<file path="config.mk">
export PLATFORM = sky130hd
export DESIGN_NAME = pc_sequencer
export DESIGN_NICKNAME = d
export VERILOG_FILES = /design/src/rtl/pipe_pkg.sv /design/src/rtl/pc_next_mux.sv /design/src/rtl/pc_sequencer.sv
export SDC_FILE = /design/constraint.sdc
export NUM_CORES = 1
export LEC_CHECK = 0
export ABC_AREA = 1
export CELL_PAD_IN_SITES_DETAIL_PLACEMENT = 0
export CELL_PAD_IN_SITES_GLOBAL_PLACEMENT = 1
export CORE_MARGIN = 3
export CORE_UTILIZATION = 32
export CTS_BUF_LIST = sky130_fd_sc_hd__clkbuf_4
export DETAILED_ROUTE_END_ITERATION = 10
export GPL_TIMING_DRIVEN = 0
export PLACE_DENSITY = 0.93
export REMOVE_ABC_BUFFERS = 1
export SLEW_MARGIN = 20
export SYNTH_ARGS = -nofsm -noshare
export SYNTH_HDL_FRONTEND = slang
export SYNTH_SLANG_ARGS = --single-unit
</file>
<file path="constraint.sdc">
create_clock -name CLK -period 3.5 [get_ports CLK]
set_input_delay 0.525 -clock CLK [delete_from_list [all_inputs] [get_ports CLK]]
set_output_delay 0.525 -clock CLK [all_outputs]
set_load 0.05 [all_outputs]
</file>
<file path="src/rtl/pipe_pkg.sv">
// Shared definitions for the fetch-stage PC sequencing logic.
//   - seq_state_e : sequencer state encodings (BOOT=0, RUN=1, FLUSH=2; 3 is illegal)
//   - pc_src_e    : next-PC source select driven by the sequencer into pc_next_mux
//   - PC_INC      : sequential instruction stride
//   - RESET_VECTOR_DEF / IRQ_VECTOR_DEF : default boot and interrupt vectors
//   - align_word  : clears the two byte-offset bits of an address
package pipe_pkg;

    typedef enum logic [1:0] {
        SEQ_BOOT  = 2'd0,
        SEQ_RUN   = 2'd1,
        SEQ_FLUSH = 2'd2
    } seq_state_e;

    // HOLD re-presents the current PC so a stalled PC register sees a stable input.
    typedef enum logic [2:0] {
        PC_SRC_SEQ    = 3'd0,
        PC_SRC_HOLD   = 3'd1,
        PC_SRC_BRANCH = 3'd2,
        PC_SRC_IRQ    = 3'd3,
        PC_SRC_BOOT   = 3'd4
    } pc_src_e;

    localparam logic [31:0] PC_INC           = 32'd4;
    localparam logic [31:0] RESET_VECTOR_DEF = 32'h0000_0000;
    localparam logic [31:0] IRQ_VECTOR_DEF   = 32'h0000_0018;

    function automatic logic [31:0] align_word(input logic [31:0] addr);
        return {addr[31:2], 2'b00};
    endfunction

endpackage

</file>
<file path="src/rtl/pc_next_mux.sv">
// Combinational next-PC selector.
// Ports:
//   pc_src      in   select: sequential, hold, branch, irq vector, boot vector
//   pc_cur      in   current PC (PC register output)
//   br_target   in   raw branch target; the two low bits are forced to zero
//   irq_vector  in   interrupt entry address
//   boot_vector in   address loaded at the end of boot
//   pc_next     out  selected next PC
module pc_next_mux
    import pipe_pkg::*;
(
    input  pc_src_e     pc_src,
    input  logic [31:0] pc_cur,
    input  logic [31:0] br_target,
    input  logic [31:0] irq_vector,
    input  logic [31:0] boot_vector,
    output logic [31:0] pc_next
);

    logic [31:0] br_aligned;
    logic [31:0] pc_seq;

    // Branch targets may carry byte-offset bits from the ID-stage adder;
    // instructions are word aligned, so the offset bits are dropped.
    for (genvar gi = 0; gi < 32; gi++) begin : g_align
        if (gi < 2) begin : g_low
            assign br_aligned[gi] = 1'b0;
        end else begin : g_high
            assign br_aligned[gi] = br_target[gi];
        end
    end

    // 32-bit add wraps naturally: 32'hFFFF_FFFC + 4 = 0.
    assign pc_seq = pc_cur + PC_INC;

    always_comb begin
        pc_next = boot_vector;
        case (pc_src)
            PC_SRC_SEQ:    pc_next = pc_seq;
            PC_SRC_HOLD:   pc_next = pc_cur;
            PC_SRC_BRANCH: pc_next = br_aligned;
            PC_SRC_IRQ:    pc_next = irq_vector;
            PC_SRC_BOOT:   pc_next = boot_vector;
            default:       pc_next = boot_vector;
        endcase
    end

endmodule

</file>
<file path="src/rtl/pc_sequencer.sv">
// Fetch-stage PC sequencer: chooses the next PC, gates PC loading on hazard
// stalls, squashes IF/ID after redirects and runs a boot sequence after reset.
// Ports:
//   CLK, CLR      clock (rising edge), asynchronous active-high reset
//   pc_cur        current PC from the PC register
//   stall         hazard-unit stall request
//   br_taken      branch resolved taken this cycle, br_target its address
//   irq_req       level interrupt request (held until irq_ack), irq_en enable
//   pc_next       next PC to the PC register input
//   pc_le         PC register load enable
//   if_id_le      IF/ID register load enable
//   if_id_flush   IF/ID squash (insert NOP)
//   irq_ack       one-cycle acknowledge of an accepted interrupt
//   irq_ret_addr  PC captured when the interrupt was accepted
//   seq_state     BOOT=0, RUN=1, FLUSH=2
module pc_sequencer
    import pipe_pkg::*;
#(
    parameter logic [31:0] RESET_VECTOR = RESET_VECTOR_DEF,
    parameter logic [31:0] IRQ_VECTOR   = IRQ_VECTOR_DEF,
    parameter int unsigned BOOT_CYCLES  = 2,   // 1..15
    parameter int unsigned FLUSH_DEPTH  = 1    // 0..7, 0 disables the squash phase
)
(
    input  logic        CLK,
    input  logic        CLR,
    input  logic [31:0] pc_cur,
    input  logic        stall,
    input  logic        br_taken,
    input  logic [31:0] br_target,
    input  logic        irq_req,
    input  logic        irq_en,
    output logic [31:0] pc_next,
    output logic        pc_le,
    output logic        if_id_le,
    output logic        if_id_flush,
    output logic        irq_ack,
    output logic [31:0] irq_ret_addr,
    output logic [1:0]  seq_state
);

    localparam logic [3:0] BOOT_LOAD  = 4'(BOOT_CYCLES - 1);
    localparam bit         HAS_FLUSH  = (FLUSH_DEPTH != 0);
    localparam logic [2:0] FLUSH_LOAD = HAS_FLUSH ? 3'(FLUSH_DEPTH - 1) : 3'd0;

    seq_state_e  state_reg, state_next;
    logic [3:0]  boot_cnt_reg, boot_cnt_next;
    logic [2:0]  flush_cnt_reg, flush_cnt_next;
    logic [31:0] irq_ret_addr_reg, irq_ret_addr_next;

    pc_src_e     pc_src_c;
    pc_src_e     pc_src_sel;
    logic        pc_le_c;
    logic        if_id_le_c;
    logic        if_id_flush_c;
    logic        irq_ack_c;
    logic        redirect_c;

    // ------------------------------------------------------------------
    // State and counters
    // ------------------------------------------------------------------
    always_ff @(posedge CLK or posedge CLR) begin
        if (CLR) begin
            state_reg        <= SEQ_BOOT;
            boot_cnt_reg     <= BOOT_LOAD;
            flush_cnt_reg    <= 3'd0;
            irq_ret_addr_reg <= 32'd0;
        end else begin
            state_reg        <= state_next;
            boot_cnt_reg     <= boot_cnt_next;
            flush_cnt_reg    <= flush_cnt_next;
            irq_ret_addr_reg <= irq_ret_addr_next;
        end
    end

    // ------------------------------------------------------------------
    // Next state and Mealy outputs
    // ------------------------------------------------------------------
    always_comb begin
        state_next        = state_reg;
        boot_cnt_next     = boot_cnt_reg;
        flush_cnt_next    = flush_cnt_reg;
        irq_ret_addr_next = irq_ret_addr_reg;
        pc_src_c          = PC_SRC_BOOT;
        pc_le_c           = 1'b0;
        if_id_le_c        = 1'b0;
        if_id_flush_c     = 1'b1;
        irq_ack_c         = 1'b0;
        redirect_c        = 1'b0;

        case (state_reg)
            SEQ_BOOT: begin
                // Hazard, branch and irq inputs are meaningless until the
                // pipeline holds real instructions, so they are ignored here.
                if (boot_cnt_reg == 4'd0) begin
                    pc_le_c    = 1'b1;
                    state_next = SEQ_RUN;
                end else begin
                    boot_cnt_next = boot_cnt_reg - 4'd1;
                end
            end

            SEQ_RUN: begin
                pc_src_c      = PC_SRC_SEQ;
                pc_le_c       = 1'b1;
                if_id_le_c    = 1'b1;
                if_id_flush_c = 1'b0;
                if (br_taken) begin
                    // A resolved branch outranks a stall: the stalled
                    // instruction is on the wrong path and gets squashed.
                    pc_src_c      = PC_SRC_BRANCH;
                    if_id_flush_c = 1'b1;
                    redirect_c    = 1'b1;
                end else if (stall) begin
                    pc_src_c   = PC_SRC_HOLD;
                    pc_le_c    = 1'b0;
                    if_id_le_c = 1'b0;
                end else if (irq_req && irq_en) begin
                    pc_src_c          = PC_SRC_IRQ;
                    if_id_flush_c     = 1'b1;
                    irq_ack_c         = 1'b1;
                    irq_ret_addr_next = pc_cur;
                    redirect_c        = 1'b1;
                end
                if (redirect_c && HAS_FLUSH) begin
                    state_next     = SEQ_FLUSH;
                    flush_cnt_next = FLUSH_LOAD;
                end
            end

            SEQ_FLUSH: begin
                // Instructions fetched here are on the squashed path, so any
                // branch or irq they raise is ignored; irq_req stays pending
                // and is re-evaluated once back in RUN.
                if_id_le_c    = 1'b1;
                if_id_flush_c = 1'b1;
                if (stall) begin
                    pc_src_c = PC_SRC_HOLD;
                end else begin
                    pc_src_c = PC_SRC_SEQ;
                    pc_le_c  = 1'b1;
                    if (flush_cnt_reg == 3'd0) begin
                        state_next = SEQ_RUN;
                    end else begin
                        flush_cnt_next = flush_cnt_reg - 3'd1;
                    end
                end
            end

            default: begin
                // Unreachable encoding: restart the boot sequence cleanly.
                state_next     = SEQ_BOOT;
                boot_cnt_next  = BOOT_LOAD;
                flush_cnt_next = 3'd0;
            end
        endcase
    end

    // While CLR is held the outputs must show reset values even when the
    // reloaded boot counter is already 0 (BOOT_CYCLES=1), so CLR also
    // masks the combinational outputs.
    assign pc_src_sel = CLR ? PC_SRC_BOOT : pc_src_c;

    pc_next_mux u_pc_next_mux (
        .pc_src      (pc_src_sel),
        .pc_cur      (pc_cur),
        .br_target   (br_target),
        .irq_vector  (IRQ_VECTOR),
        .boot_vector (RESET_VECTOR),
        .pc_next     (pc_next)
    );

    assign pc_le        = pc_le_c & ~CLR;
    assign if_id_le     = if_id_le_c & ~CLR;
    assign if_id_flush  = if_id_flush_c | CLR;
    assign irq_ack      = irq_ack_c & ~CLR;
    assign irq_ret_addr = irq_ret_addr_reg;
    assign seq_state    = state_reg;

endmodule

</file>
==> out/summary.txt <==
status = finished, final reports clean
reg2reg setup slack = 1.27 ns
1st-iter DRT viols = 357
# IOs = 140
combinational share of power = 72.1%
Die H = 110 um
drt wl/cell = 15.8 um
Max VDD drop = 408 uV
HP Class = register to register
Hold EP = irq_ret_addr[22]
P_sw = 2270 uW
Power Internal = 1740 uW
post-synth cell types = 33
CP Launch Type = input pin
Final Hold Viols = 0
CTS tree = done
first-pass GRT wire length = 19.6 mm
GR Overflow Total = 0
initial antenna violation count = 0
Syn Area/Cell = 6.18 um2
DRT Pass-1 Iters = 5
PD cells = 773 mW/mm2
Reg power frac = 19.6%
CTS H-tree lvls = 2
Final Routed Wirelength = 13.3 mm
switch share = 56.6%
PnR worst setup slack = 0.165 ns
Most common cell on crit path = nand2_1
fin crit share = 95.3%
# placed instances = 820
max reg flops = 32
Least-Margin Pin Slew = 0.818 ns
All-Layer GR Usage = 21.1%
Vias = 4099
buffers added on ports = 137
post-synthesis cell count = 563
Synth Register Bits = 41
hold path depth = 2
worst r2r src = seq_state[1]
Slowest-stage cell, CP = dlygate4sd2_1
setup violators final = 0
# hold bufs at CTS = 0
remaining antenna violation count = 0
DRC = 0
final net count = 780
Starting Density = 33.3%
Max-cap violations = 0
Seq/Total Area, Yosys = 29.5%
Final Max Tran Viols = 0
end of the worst register-to-register path = irq_ret_addr[6]
Post-Syn Area = 0.00348 mm2
crit path kind = input pin to output pin
Vias/cell = 4.89
CTS sink cnt = 41
Final Non-Filler Cells = 838
root buffer cell = clkbuf_4
CP Cell Sequence = clkdlybuf4s50_1, nand2_1, nor2_2, o21ai_2, nor3_1, o21ai_0, nand2_1, dlygate4sd2_1
Worst Reg-to-Reg Cells = 7
Core Rows = 37
minimum clock period = 3.34 ns
CP arrival = 2.81 ns
CP endpoint kind = output pin
clk_lat worst skew = 0.36 ns
Setup Skew = 0.0176 ns
Die W = 110 um
HPWL Detailed = 9.40 mm
largest net degree at the start of global routing = 44
Die Area = 0.0122 mm2
Routability Congestion = 0.867
Worst Hold Launch = irq_ret_addr[22]
Slew HR = 45.5%
Clock power frac = 8.3%
CTS Buf Count = 5
Buf+Inv Stages, Crit Path = 2
Max Clk Rate = 300 MHz
area of the core = 0.0105 mm2
maximum buffer depth of the clock tree = 2
worst path required time = 2.97 ns
unrepaired setup endpoints after global routing = no
Worst Path Max Fanout = 13
Leak Pwr = 0.00239 uW
pre-CTS setup slack = -1.13 ns
Critical Path Max Stage Delay = 0.55 ns
warnings from Yosys = 0
synthesis-to-finish area growth = 48.8%
CP delay by family, top = buffers and inverters
vias in the first global route = 3746
layout cells sized above 1 = 9.84%
Clock Pin Slew Worst Setup and Hold Paths = 0.13 ns
## how the worst max path moves through the flow
stage,from,to,slack (ns),depth (start not counted)
after floorplan,CLR,pc_next[22],-0.07,7
after global placement,CLR,pc_next[4],-2.40,9
after detailed placement,CLR,pc_next[12],-1.13,9
after CTS,seq_state[1],irq_ack,0.02,7
after global routing,seq_state[1],pc_next[28],0.002,12
final,irq_req,pc_next[3],0.16,8
## stage by stage
| step | power [uW] | util, % | area, um2 | hold WS [ns] | TNS, ns |
|---|---|---|---|---|---|
| floorplan | 2610 | - | 3370 | 0.452 | -1.04 |
| global placement | 3530 | 46.9 | 4910 | 0.464 | -69.68 |
| detailed placement | 3600 | 47.4 | 4960 | 0.472 | -32.58 |
| CTS | 3980 | 49.1 | 5140 | 0.504 | 0 |
| global route | 4240 | 49.5 | 5180 | 0.521 | 0 |
| finish | 4010 | 49.5 | 5180 | 0.502 | 0 |
## worst reg2reg max path, delay by kind of cell (launching register included)
kind / cells / cell delay, ns
simple gates: 2 / 0.52
fa+ha+maj: 1 / 0.32
buf+inv: 3 / 0.51
flops: 1 / 0.45
mux: 1 / 0.32
## layer usage
metal	routed length (um)	track usage, %
met5	0	0
met1	5590	28.0
met4	346	6.16
met2	5980	33.8
met3	1330	5.30
## logic make-up after synthesis
group	share of synthesized area [%]
and+or+nand+nor	44.1
muxes	2.16
buffers and inverters	10.9
adders and majority gates	3.59
xor gates and xnor gates	1.01
DFF	29.5
AOI/OAI and AO/OA	8.77
## power by group through the flow
| stage | registers (uW) | clock network (uW) | logic, uW |
|---|---|---|---|
| floorplan | 1370 | 0 | 1240 |
| CTS | 784 | 341 | 2850 |
| global placement | 786 | 0 | 2750 |
| detailed placement | 792 | 0 | 2810 |
| global route | 806 | 354 | 3080 |
| finish | 784 | 334 | 2890 |
## placed cells by master (no fill, tap or decap), types with 2 or more instances in the layout
cell,count
buf_2,4
clkinv_1,2
clkdlybuf4s50_1,106
nor3_1,2
o31ai_1,2
clkdlybuf4s15_2,22
o21ai_1,2
ha_1,9
nand3_1,109
inv_1,65
nor2_4,4
nand2_2,3
o21ai_0,39
buf_4,3
a21oi_1,7
o21ai_2,2
nor2_2,3
nor2_1,65
nand2_1,173
buf_12,4
xor2_1,3
clkbuf_4,6
clkdlybuf4s18_2,2
mux2_4,5
dfrtp_1,40
## cell usage after synthesis (all sizes together)
library cell | n | share of area (%)
nand2 | 177 | 19
nand3 | 109 | 16
nor2 | 71 | 8.6
inv | 68 | 7.4
o21ai | 43 | 6.6
dfrtp | 40 | 29
buf | 13 | 2.8
ha | 10 | 3.6
a21oi | 8 | 1.1
clkbuf | 5 | 0.54
mux2 | 5 | 2.2
xor2 | 3 | 0.75
nor3 | 2 | 0.29
o31ai | 2 | 0.43
a211oi | 1 | 0.22
a31oi | 1 | 0.18
clkinv | 1 | 0.11
dfstp | 1 | 0.75
nand4 | 1 | 0.18
o22ai | 1 | 0.18
xnor2 | 1 | 0.25
## timing repair
item                                   4_1_cts  5_1_grt
gates resized for setup                     93       14
gates cloned                                 2        1
buffers inserted                             3        3
setup endpoints to repair                   33       33
endpoints found under the hold margin        0        0
pin swaps                                    3        3
## cell type report
type                    count  area (um2)
multi-input cells         438        2130
inverters                  69         274
diodes                      1        2.50
clock buffers               6        45.0
well taps                 136         170
clock inverters             2        33.8
flip-flops and latches     41        1030
fillers                  1095        5280
repair buffers            145        1500
Power figures use the tool's default switching activity.
